==> src/rtl/fp16_pair_packer_pkg.sv <==
`default_nettype none
// ============================================================================
// Module      : fp16_pair_packer_pkg
// Description : Shared fp16 field constants and packer state encoding.
// Revision    : 1.0 - initial release
// ============================================================================
package fp16_pair_packer_pkg;

  // fp16 field layout shared with the converter and its benches
  localparam int          FP16_EXP_W   = 5;
  localparam int          FP16_MANT_W  = 10;
  localparam logic [4:0]  FP16_EXP_MAX = 5'h1F;
  localparam logic [15:0] FP16_QNAN    = 16'h7E00;

  // Packer state: whether a first half is being held
  localparam logic [0:0] ST_EMPTY = 1'b0;
  localparam logic [0:0] ST_HALF  = 1'b1;

endpackage
`default_nettype wire

==> src/rtl/fp16_pair_packer_classify.sv <==
`default_nettype none
// ============================================================================
// Module      : fp_classify
// Description : Flags an fp16 value as NaN or infinity (either sign).
// Revision    : 1.0 - initial release
// ============================================================================
module fp_classify
  import fp16_pair_packer_pkg::*;
#(
  parameter int W = 16
) (
  input  logic [W-1:0] data,
  output logic         is_nan,
  output logic         is_inf
);

  localparam logic [W-1:0] c_sign_mask = {1'b1, {(W-1){1'b0}}};

  logic [W-1:0]             w_abs;
  logic [FP16_EXP_W-1:0]    w_exp;
  logic [FP16_MANT_W-1:0]   w_mant;

  // Sign is irrelevant to the class; strip it before slicing the fields
  always_comb begin
    w_abs  = data & ~c_sign_mask;
    w_exp  = w_abs[FP16_MANT_W +: FP16_EXP_W];
    w_mant = w_abs[FP16_MANT_W-1:0];
    is_nan = (w_exp == FP16_EXP_MAX) && (w_mant != '0);
    is_inf = (w_exp == FP16_EXP_MAX) && (w_mant == '0);
  end

endmodule
`default_nettype wire

==> src/rtl/fp16_pair_packer.sv <==
`default_nettype none
// ============================================================================
// Module      : fp16_pair_packer
// Description : Packs pairs of fp16 stream elements into 32-bit words, pads
//               odd packet tails, and keeps saturating NaN/Inf counters.
// Revision    : 1.0 - initial release
// ============================================================================
module fp16_pair_packer
  import fp16_pair_packer_pkg::*;
#(
  parameter logic [15:0] PAD_VALUE = 16'h0000,
  parameter int          CNT_W     = 16
) (
  input  logic             clk,
  input  logic             rst_n,
  input  logic             in_valid,
  output logic             in_ready,
  input  logic [15:0]      in_data,
  input  logic             in_last,
  output logic             o_valid,
  input  logic             o_ready,
  output logic [31:0]      o_data,
  output logic [1:0]       o_mask,
  output logic             o_last,
  input  logic             clr_stats,
  output logic [CNT_W-1:0] nan_cnt,
  output logic [CNT_W-1:0] inf_cnt
);

  localparam logic [CNT_W-1:0] c_cnt_one = {{(CNT_W-1){1'b0}}, 1'b1};
  localparam logic [CNT_W-1:0] c_cnt_max = {CNT_W{1'b1}};

  logic [0:0]  r_state;
  logic [15:0] r_lo;
  logic        w_accept;
  logic        w_load;
  logic        w_is_nan;
  logic        w_is_inf;

  fp_classify #(.W(16)) u_classify (
    .data   (in_data),
    .is_nan (w_is_nan),
    .is_inf (w_is_inf)
  );

  // Accept whenever the output slot is free or is being drained this cycle
  always_comb begin
    in_ready = rst_n & (~o_valid | o_ready);
    w_accept = in_valid & in_ready;
    w_load   = w_accept & ((r_state == ST_HALF) | in_last);
  end

  // Pairing state, held low half and the output word register
  always_ff @(posedge clk) begin
    if (!rst_n) begin
      r_state <= ST_EMPTY;
      r_lo    <= 16'h0000;
      o_valid <= 1'b0;
      o_data  <= 32'h0000_0000;
      o_mask  <= 2'b00;
      o_last  <= 1'b0;
    end else begin
      if (w_accept) begin
        if (r_state == ST_HALF) begin
          r_state <= ST_EMPTY;
          o_data  <= {in_data, r_lo};
          o_mask  <= 2'b11;
          o_last  <= in_last;
        end else if (in_last) begin
          o_data  <= {PAD_VALUE, in_data};
          o_mask  <= 2'b01;
          o_last  <= 1'b1;
        end else begin
          r_state <= ST_HALF;
          r_lo    <= in_data;
        end
      end
      // A new word takes precedence over the drain of the previous one
      if (w_load) begin
        o_valid <= 1'b1;
      end else if (o_ready) begin
        o_valid <= 1'b0;
      end
    end
  end

  // Saturating statistics; a clear wins over a same-cycle count
  always_ff @(posedge clk) begin
    if (!rst_n || clr_stats) begin
      nan_cnt <= '0;
      inf_cnt <= '0;
    end else if (w_accept) begin
      if (w_is_nan && (nan_cnt != c_cnt_max)) begin
        nan_cnt <= nan_cnt + c_cnt_one;
      end
      if (w_is_inf && (inf_cnt != c_cnt_max)) begin
        inf_cnt <= inf_cnt + c_cnt_one;
      end
    end
  end

endmodule
`default_nettype wire

==> config.mk <==
export PLATFORM = sky130hd
export DESIGN_NAME = fp16_pair_packer
export DESIGN_NICKNAME = d
export VERILOG_FILES = /design/src/rtl/fp16_pair_packer_pkg.sv /design/src/rtl/fp16_pair_packer_classify.sv /design/src/rtl/fp16_pair_packer.sv
export SDC_FILE = /design/constraint.sdc
export NUM_CORES = 1
export LEC_CHECK = 0
export BUFFER_PORTS_ARGS = -buffer_cell sky130_fd_sc_hd__buf_2
export CAP_MARGIN = 25
export CORE_MARGIN = 5
export CORE_UTILIZATION = 57
export CTS_CLUSTER_DIAMETER = 100
export DETAILED_ROUTE_END_ITERATION = 8
export GPL_ROUTABILITY_DRIVEN = 1
export PLACE_DENSITY = 0.91
export SETUP_SLACK_MARGIN = 0.2
export SYNTH_ARGS = -nofsm -noshare
export SYNTH_HDL_FRONTEND = slang
export SYNTH_SLANG_ARGS = --single-unit
==> constraint.sdc <==
create_clock -name clk -period 3.5 [get_ports clk]
set_clock_uncertainty 0.2 [all_clocks]
set_input_delay 0 -clock clk [delete_from_list [all_inputs] [get_ports clk]]
set_output_delay 0 -clock clk [all_outputs]
set_load 0.005 [all_outputs]
Word level (Yosys, flattened, before mapping):

Index checks and enable logic that the tools add are counted.

* register bits after elaboration: 85
* input port bits: 22
* output and inout bits: 69
* logic and storage cells: 45

* add/sub/neg operators: 2
* eq/ne operators: 3
* muxes and demuxes: 10
* bitwise gates (word level): 8
* reduce and logical (&&, ||, !) cells: 14

Operators with widths (count)
* 32-bit 2-to-1 mux: 2
* 16-bit by 1-bit adder with 16-bit output (second input constant): 2
* 16-bit != test (second input constant): 2
* 10-bit logical NOT: 1
* 10-bit nonzero test: 1
* 1-bit 2-to-1 mux: 6
* 2-bit AND reduction: 3
* 5-bit equality test (second input constant): 1
* 1-bit logical AND: 4
* 2-bit 2-to-1 mux: 2
* 2-bit nonzero test: 2
* 1-bit AND: 3
* 1-bit NOT: 3
* 3-bit AND reduction: 1
* 1-bit bitwise OR: 2
* 1-bit logical NOT: 1
* 1-bit logical OR: 1

Depth between registers and ports, before layout:

Gate-level depths: netlist (run 1).

* depth in word-level cells: 6
* gate-level depth with buffers: 8

Cells and area by module:

A second synthesis (run 1) with hierarchy kept.

* cell total of the unflattened synthesis: 373
* area total of the unflattened synthesis: 3629.7 µm²

Modules (own cells, without submodules)
* fp16_pair_packer: instances 1, cells an instance 365, area an instance 3567.2 µm², seq. area each 1701.6 µm²
* fp_classify: instances 1, cells an instance 8, area an instance 62.6 µm², seq. area each 0.0 µm²

Worst setup path before layout (run 1):

Ideal clock, no wire load.

* path kind: reg2reg
* start point: reg inf_cnt[0]
* end point: reg inf_cnt[1]
* setup time: 0.128 ns
* data arrival time: 1.935 ns
* setup slack: 1.237 ns
* cell stages (with the launch flop): 9
* buffers on the path: 2
* period minus slack after synthesis: 2.263 ns
* cell sequence: dfxtp_1 ha_1 nand4_1 or4_1 nand4_1 buf_2 buf_2 mux2i_1 nor2_1

* cells in the longest elaborated chain, start to end: 3

RTL lines
* from (decl): RTL line fp16_pair_packer.sv:27 `output logic [CNT_W-1:0] inf_cnt`
* from (signal assigned): RTL line fp16_pair_packer.sv:97 `inf_cnt <= inf_cnt + c_cnt_one;`
* parallel branches: the longest is 3 deep, another holds 16-bit by 1-bit adder with 16-bit output

Parallel ways; which one is timed is not known.
A chain may end at the register's enable or synchronous reset.

Worst setup path after layout (run 1):

* start point: in in_data[8]
* end point: reg inf_cnt[15]

* cells in the longest elaborated chain, start to end: 4

RTL lines
* from (decl): RTL line fp16_pair_packer.sv:18 `input logic [15:0] in_data,`
* 10-bit logical NOT: RTL line fp16_pair_packer_classify.sv:29 `is_inf = (w_exp == FP16_EXP_MAX) && (w_mant == '0);`
* 1-bit logical AND: RTL line fp16_pair_packer_classify.sv:29
* 1-bit logical AND: RTL line fp16_pair_packer.sv:96 `if (w_is_inf && (inf_cnt != c_cnt_max)) begin`
* 2-bit AND reduction (no line)

Every way passes these cells.

==> results of run 1 <==
-- worst min-delay path, stage by stage --
cell	delay, ps
dlygate4sd3_1	530
buf_2	130
a22o_1	120
-- how the worst max path moves through the flow --
stage / from / slack [ps] / to
2_1_floorplan: inf_cnt[0]$_SDFFE_PP0P_ / 1240 / inf_cnt[1]$_SDFFE_PP0P_
3_3_place_gp: in_data[8] / 830 / inf_cnt[15]$_SDFFE_PP0P_
3_5_place_dp: in_data[8] / 760 / inf_cnt[15]$_SDFFE_PP0P_
4_1_cts: in_data[8] / 570 / inf_cnt[15]$_SDFFE_PP0P_
5_1_grt: in_data[8] / 260 / inf_cnt[15]$_SDFFE_PP0P_
6_report: in_data[8] / 510 / inf_cnt[15]$_SDFFE_PP0P_
-- stage by stage --
step	setup WS, ps	util, %	std cells
floorplan	1240	-	377
global placement	828	67.8	525
detailed placement	765	67.8	525
CTS	571	74.8	563
global route	259	74.8	563
finish	505	74.8	563
-- synth_stat cells (3+ instances only) --
library cell / number
or3_1: 21
buf_2: 6
o31ai_1: 8
a22o_1: 16
clkbuf_1: 17
and3_1: 3
nand3_1: 11
nand2_1: 32
a21oi_1: 27
o211a_1: 16
o21a_1: 3
o21ai_0: 20
nand2b_1: 3
inv_1: 4
nor2b_1: 19
dfxtp_1: 85
nor2_1: 10
nand4_1: 11
mux2i_1: 34
or4_1: 13
and2_1: 3
-- layout make-up --
type | count | area [um2]
Timing Repair Buffer | 120 | 731
Multi-Input combinational cell | 263 | 1770
Tap cell | 75 | 93.8
Inverter | 4 | 15.0
Sequential cell | 85 | 1700
Clock buffer | 9 | 124
Fill cell | 422 | 1520
Clock inverter | 7 | 73.8
-- per-layer routing --
layer	wire length [um]	global-route usage, %	up-vias	share of wire, %
met5	0	0	-	0
met4	222	11.2	0	2.4
met3	695	3.96	23	7.6
met2	4560	40.7	157	50
met1	3720	28.7	1577	40
li1	-	-	1592	-
-- flip-flops by register name, indices dropped and copies added, names as in the netlist --
| signal | count |
|---|---|
| o_data | 32 |
| o_mask | 2 |
| nan_cnt | 16 |
| r_state | 1 |
| inf_cnt | 16 |
| o_last | 1 |
| r_lo | 16 |
| o_valid | 1 |
-- what timing repair did --
| item | in CTS | in global routing |
|---|---|---|
| hold buffers | 22 | 0 |
| endpoints found under the hold margin | 54 | 0 |
| gates resized for setup | 0 | 0 |
-- cell families (layout without fill, tap and decap cells) --
kind of cell | Yosys count | in the layout | share of synthesized area, %
AOI/OAI and AO/OA | 93 | 93 | 17.9
muxes | 34 | 34 | 9.51
and+or+nand+nor | 132 | 132 | 20.6
buffers and inverters | 29 | 140 | 3.25
xor gates and xnor gates | 2 | 2 | 0.489
DFF | 85 | 85 | 47.5
adders and majority gates | 2 | 2 | 0.699
-- report_power, final --
part           switching [mW]  total [mW]  internal [mW]
clock network           0.363       0.696          0.334
registers              0.0175        1.01          0.992
logic                  0.0793       0.160         0.0802
total                   0.460        1.87           1.41
==> run metrics, run 1 <==
TritonCTS buffer count 9; TritonCTS Sinks 85; post-synth top area share 47.5%; Yosys warnings 0; insertion delay to the later sink of the worst-skew pair 350 ps; Seq/Total Area, Yosys 47.5%; slowest cell delay on critical path 550 ps; Die W 89.2 um; IO Port Bufs 90; critical path class in -> reg; setup TNS 0 ps; max-cap violation count 0; H-tree levels 3; routed vias 3349; CP arrival 3070 ps; Distinct cells, synth 31; R2R Setup Slk 880 ps; drt pass-1 iters 5; Clock Tree Buf Depth 2; CP cell instances dlygate4sd3_1, buf_2, or4_1, nor4_2, nand4_1, buf_4, or4_1, a21oi_1; drt total wl 9.19 mm; Async S/R FF share, synth 0%; initial antenna violation count 0; post-CTS setup buffer count 0; Static Leak 1.94 nW; Fin Hold WS 252 ps; global-route wire length before repair 14.8 mm; Routability Congestion 0.808; drt wl/cell 16.3 um; RSZ-0062 raised after global routing false; std cell rows 28; Worst path depth 8; Initial Util 59.4%; share of layout cells above drive strength 1 24.2%; # setup viols final 0; Final HPWL DP 5.98 mm; most frequent cells in the layout buf_2 (90), dfxtp_1 (85), mux2i_1 (34), nand2_1 (32), a21oi_1 (27); Slowest-stage cell, CP or4_1; worst hold path startpoint in_data[15]; Slew @ Worst Pin 712 ps; Most Frequent Cell on Critical Path or4_1; cell area after synthesis 0.00358 mm2; Final ANT Viol Nets 0; Critical path buffers and inverters 3; r2r endpoint inf_cnt[15]$_SDFFE_PP0P_; number of global-route vias before repair 3213; Synth area leaders dfxtp_1 (48%), mux2i_1 (9.5%), o211a_1 (4.5%); vias per cell 5.95; CTS tree done; post-synthesis register bit count 85; Pwr Density 414 mW/mm2; Cells on Worst Hold Path 3; Hold Path End o_data[31]$_SDFFE_PN0P_; most common cell after layout, fill and taps aside buf_2; cell family with most CP delay simple AND/OR/NAND/NOR gates; status completed; Worst R2R Path Depth 7; largest net degree at the start of global routing 41; Global Route Usage Sum 23.7%; total die area 0.00796 mm2; hold crit path type in -> reg; Ports 91; clock slew at reported path FFs 100 ps; Placeable Area 0.00603 mm2; Area Growth Syn to Fin 25.9%; min Tclk post-route 2990 ps; r2r startpoint inf_cnt[0]$_SDFFE_PP0P_; Die H 89.2 um; critical path launch point type input port; total power 1.87 mW; initial DRC count 201; max_slew headroom 52.5%; final std cell area, no fill 0.00451 mm2; synthesized area per cell 9.50 um2; Cells after Synth 377; fmax 334 MHz; Final period util 85.6%; dpl cell area 0.00409 mm2; cell taking the most area after synthesis dfxtp_1; Net Count, Synth 401; Peak VDD IR 0.000284 V; EDFF count, synth 0; total grt overflow 0; final-report hold violation count 0; Final Max Slew Viols 0; Post-synth top flop dfxtp_1; Nets 507; CP Max Fanout 16; Root Buffer clkbuf_8; Worst EP required 3570 ps; DRC 0; diodes inserted 0; Crit. End Element flip-flop
(Power assumes the default switching activity.)
==> run 2, diff against run 1 <==
--- a/config.mk
+++ b/config.mk
@@ -5,10 +5,11 @@
 export SDC_FILE = /design/constraint.sdc
 export NUM_CORES = 1
 export LEC_CHECK = 0
+export ABC_AREA = 1
 export BUFFER_PORTS_ARGS = -buffer_cell sky130_fd_sc_hd__buf_2
 export CAP_MARGIN = 25
 export CORE_MARGIN = 5
-export CORE_UTILIZATION = 57
+export CORE_UTILIZATION = 58
 export CTS_CLUSTER_DIAMETER = 100
 export DETAILED_ROUTE_END_ITERATION = 8
 export GPL_ROUTABILITY_DRIVEN = 1
==> run 2 against run 1 <==
Via count increased by 22%. Die area increased by 6.8%. Combinational power increased by 4%. Global-route usage about the same. First-iteration DRC count decreased by 6.5%. Sequential power about the same. Critical endpoint is now inf_cnt[1]$_SDFFE_PP0P_. Utilization decreased by 3.0 points. Sequential share of layout area decreased by 2.3 points. Wire length increased by 10%. Fmax increased by 31%. Largest cell class unchanged. Synthesized cell count increased by 54%. Worst setup slack improved by 710 ps.
==> run metrics, run 2 <==
DRC 0 (unchanged); CP Max Fanout 11 (-5); hold crit path type in -> reg; Post-synth top flop dfxtp_1; Distinct cells, synth 29 (-6.5%); Slowest-stage cell, CP nor2_1; max reg flops 32 (unchanged); Biggest register o_data; final-report hold violation count 0 (unchanged); max-cap violation count 0 (unchanged); Nets 707 (+39%); Slew @ Worst Pin 645 ps (-66.6 ps); critical path launch point type flip-flop; Root Buffer clkbuf_8; R2R Setup Slk 1220 ps (+340 ps); post-place setup slack 1240 ps (+474 ps); most common cell after layout, fill and taps aside nand2_1; Die H 92.2 um (+3.3%); CP cell instances ha_1, nand3_1, inv_1, nand2_1, nor2_1, nor2_1, buf_4, nand2_1, nand2_1, nand2_1, nor2_1; clock slew at reported path FFs 90 ps (about the same); Area Growth Syn to Fin 22.3%; Worst R2R Path Depth 11 (+4); TritonCTS Sinks 85 (unchanged); post-CTS setup buffer count 0 (unchanged); cell taking the most area after synthesis dfxtp_1; TritonCTS buffer count 9 (unchanged); total power 1.86 mW (-0.43%); Synth area leaders dfxtp_1 (43%), nand2_1 (13%), nor2_1 (9.3%); IO Port Bufs 90 (unchanged); Initial Util 58.7% (-0.74 points); max_slew headroom 56.9% (+4.3 points); Fin Hold WS 262 ps (+10.4 ps); most frequent cells in the layout nand2_1 (133), nor2_1 (96), buf_2 (90), dfxtp_1 (85); Worst EP required 3600 ps (+30 ps); Clock Tree Buf Depth 2 (unchanged); initial antenna violation count 0 (unchanged); r2r startpoint inf_cnt[0]$_SDFFE_PP0P_; fmax 438 MHz (+31%); r2r endpoint inf_cnt[1]$_SDFFE_PP0P_; Seq/Total Area, Yosys 43.4% (-4.1 points); largest net degree at the start of global routing 49 (+20%); worst hold path startpoint in_data[15]; vias per cell 5.32 (-11%); CTS tree done; min Tclk post-route 2280 ps (-714 ps); synthesized area per cell 6.77 um2 (-29%); Final ANT Viol Nets 0 (unchanged); Final period util 65.2% (-20 points); # setup viols final 0 (unchanged); Yosys warnings 0 (unchanged); Peak VDD IR 0.000208 V (-27%); Ports 91 (unchanged); H-tree levels 3 (unchanged); post-synth top area share 43.4% (-4.1 points); post-synthesis register bit count 85 (unchanged); Cells on Worst Hold Path 4 (+1); synth cell count leaders nand2_1 (133), nor2_1 (97), dfxtp_1 (85); Routability Congestion 0.832 (+2.9%); insertion delay to the later sink of the worst-skew pair 350 ps (about the same); status completed; global-route wire length before repair 16.6 mm (+12%); dpl cell area 0.00440 mm2 (+7.6%); RSZ-0062 raised after global routing false; std cell rows 30 (+7.1%); hold buffers post-CTS 21 (-4.5%); drt wl/cell 13.2 um (-19%); final std cell area, no fill 0.00479 mm2 (+6.4%); Global Route Usage Sum 23.7% (+0.044 points); initial DRC count 188 (-6.5%); Cells after Synth 579 (+54%); Final HPWL DP 6.93 mm (+16%); Most Frequent Cell on Critical Path nand2_1; drt pass-1 iters 5 (unchanged); post-cts sizing count 0 (unchanged); critical path class reg -> reg; diodes inserted 0 (unchanged); slowest cell delay on critical path 480 ps (-70 ps); total die area 0.00850 mm2 (+6.8%); most common cell in the netlist nand2_1; Pwr Density 387 mW/mm2 (-6.4%); CP arrival 2380 ps (-690 ps); cell area after synthesis 0.00392 mm2 (+9.5%); Static Leak 2.22 nW (+15%); Net Count, Synth 603 (+50%); Final Max Slew Viols 0 (unchanged); setup TNS 0 ps (unchanged); Crit. End Element flip-flop; Placeable Area 0.00668 mm2 (+11%); drt total wl 10.1 mm (+10%); Hold Path End o_data[31]$_SDFFE_PN0P_; Final WS setup 1220 ps (+714 ps); share of layout cells above drive strength 1 17.8% (-6.4 points); routed vias 4077 (+22%); number of global-route vias before repair 3767 (+17%); total grt overflow 0 (unchanged); Die W 92.2 um (+3.3%); EDFF count, synth 0 (unchanged); Async S/R FF share, synth 0% (unchanged)
==> run 2: worst max-delay path: cells and delay by family (launching register included) <==
kind	cells	cell delay [ps]
buf+inv	2	370
flops	1	350
fa+ha+maj	1	230
simple gates	8	1060
==> run 2: layer usage <==
layer	global-route usage, %	vias to the layer above	part of all wire, %
li1	-	2075	-
met1	28.9	1825	44
met2	42.0	162	48
met3	4.18	15	6.7
met4	8.04	0	1.5
met5	0	-	0
==> run 2: how the worst max path moves through the flow <==
stage,endpoint,slack [ps],start,depth (start not counted)
CTS,inf_cnt[1]$_SDFFE_PP0P_,1220,inf_cnt[0]$_SDFFE_PP0P_,11
global route,inf_cnt[1]$_SDFFE_PP0P_,1020,inf_cnt[0]$_SDFFE_PP0P_,11
finish,inf_cnt[1]$_SDFFE_PP0P_,1220,inf_cnt[0]$_SDFFE_PP0P_,11
detailed placement,inf_cnt[1]$_SDFFE_PP0P_,1240,inf_cnt[0]$_SDFFE_PP0P_,11
floorplan,inf_cnt[11]$_SDFFE_PP0P_,1810,inf_cnt[0]$_SDFFE_PP0P_,9
global placement,inf_cnt[1]$_SDFFE_PP0P_,1340,inf_cnt[0]$_SDFFE_PP0P_,10
==> run 2: logic make-up (layout without fill, tap and decap cells) <==
group	after synthesis	count (layout)	synth area share, %
flip-flops	85	85	43.4
buffers and inverters	82	190	8.52
AND/OR/NAND/NOR	307	307	33.0
adder cells (fa/ha/maj)	2	2	0.638
AO/OA/AOI/OAI	97	97	13.1
XOR/XNOR	6	6	1.34
==> run 2: area by class of cell <==
cell class / instances / area, um2
Inverter: 60 / 228
Multi-Input combinational cell: 412 / 1890
Sequential cell: 85 / 1700
Fill cell: 558 / 1890
Timing Repair Buffer: 115 / 691
Tap cell: 80 / 100
Clock inverter: 6 / 63.8
Clock buffer: 9 / 124
==> run 2: metrics by stage <==
step	util [%]	instances
6_report	71.8	767
2_1_floorplan	-	579
3_3_place_gp	65.8	731
5_1_grt	71.8	767
3_5_place_dp	65.8	731
4_1_cts	71.8	767
==> run 2: where the power goes <==
part           switching (mW)  total, mW  leakage (nW)  internal [mW]
Combinational          0.0998      0.166          1.44         0.0665
Clock                   0.354      0.680        0.0915          0.326
Sequential             0.0154       1.01         0.690          0.996
Total                   0.469       1.86          2.22           1.39
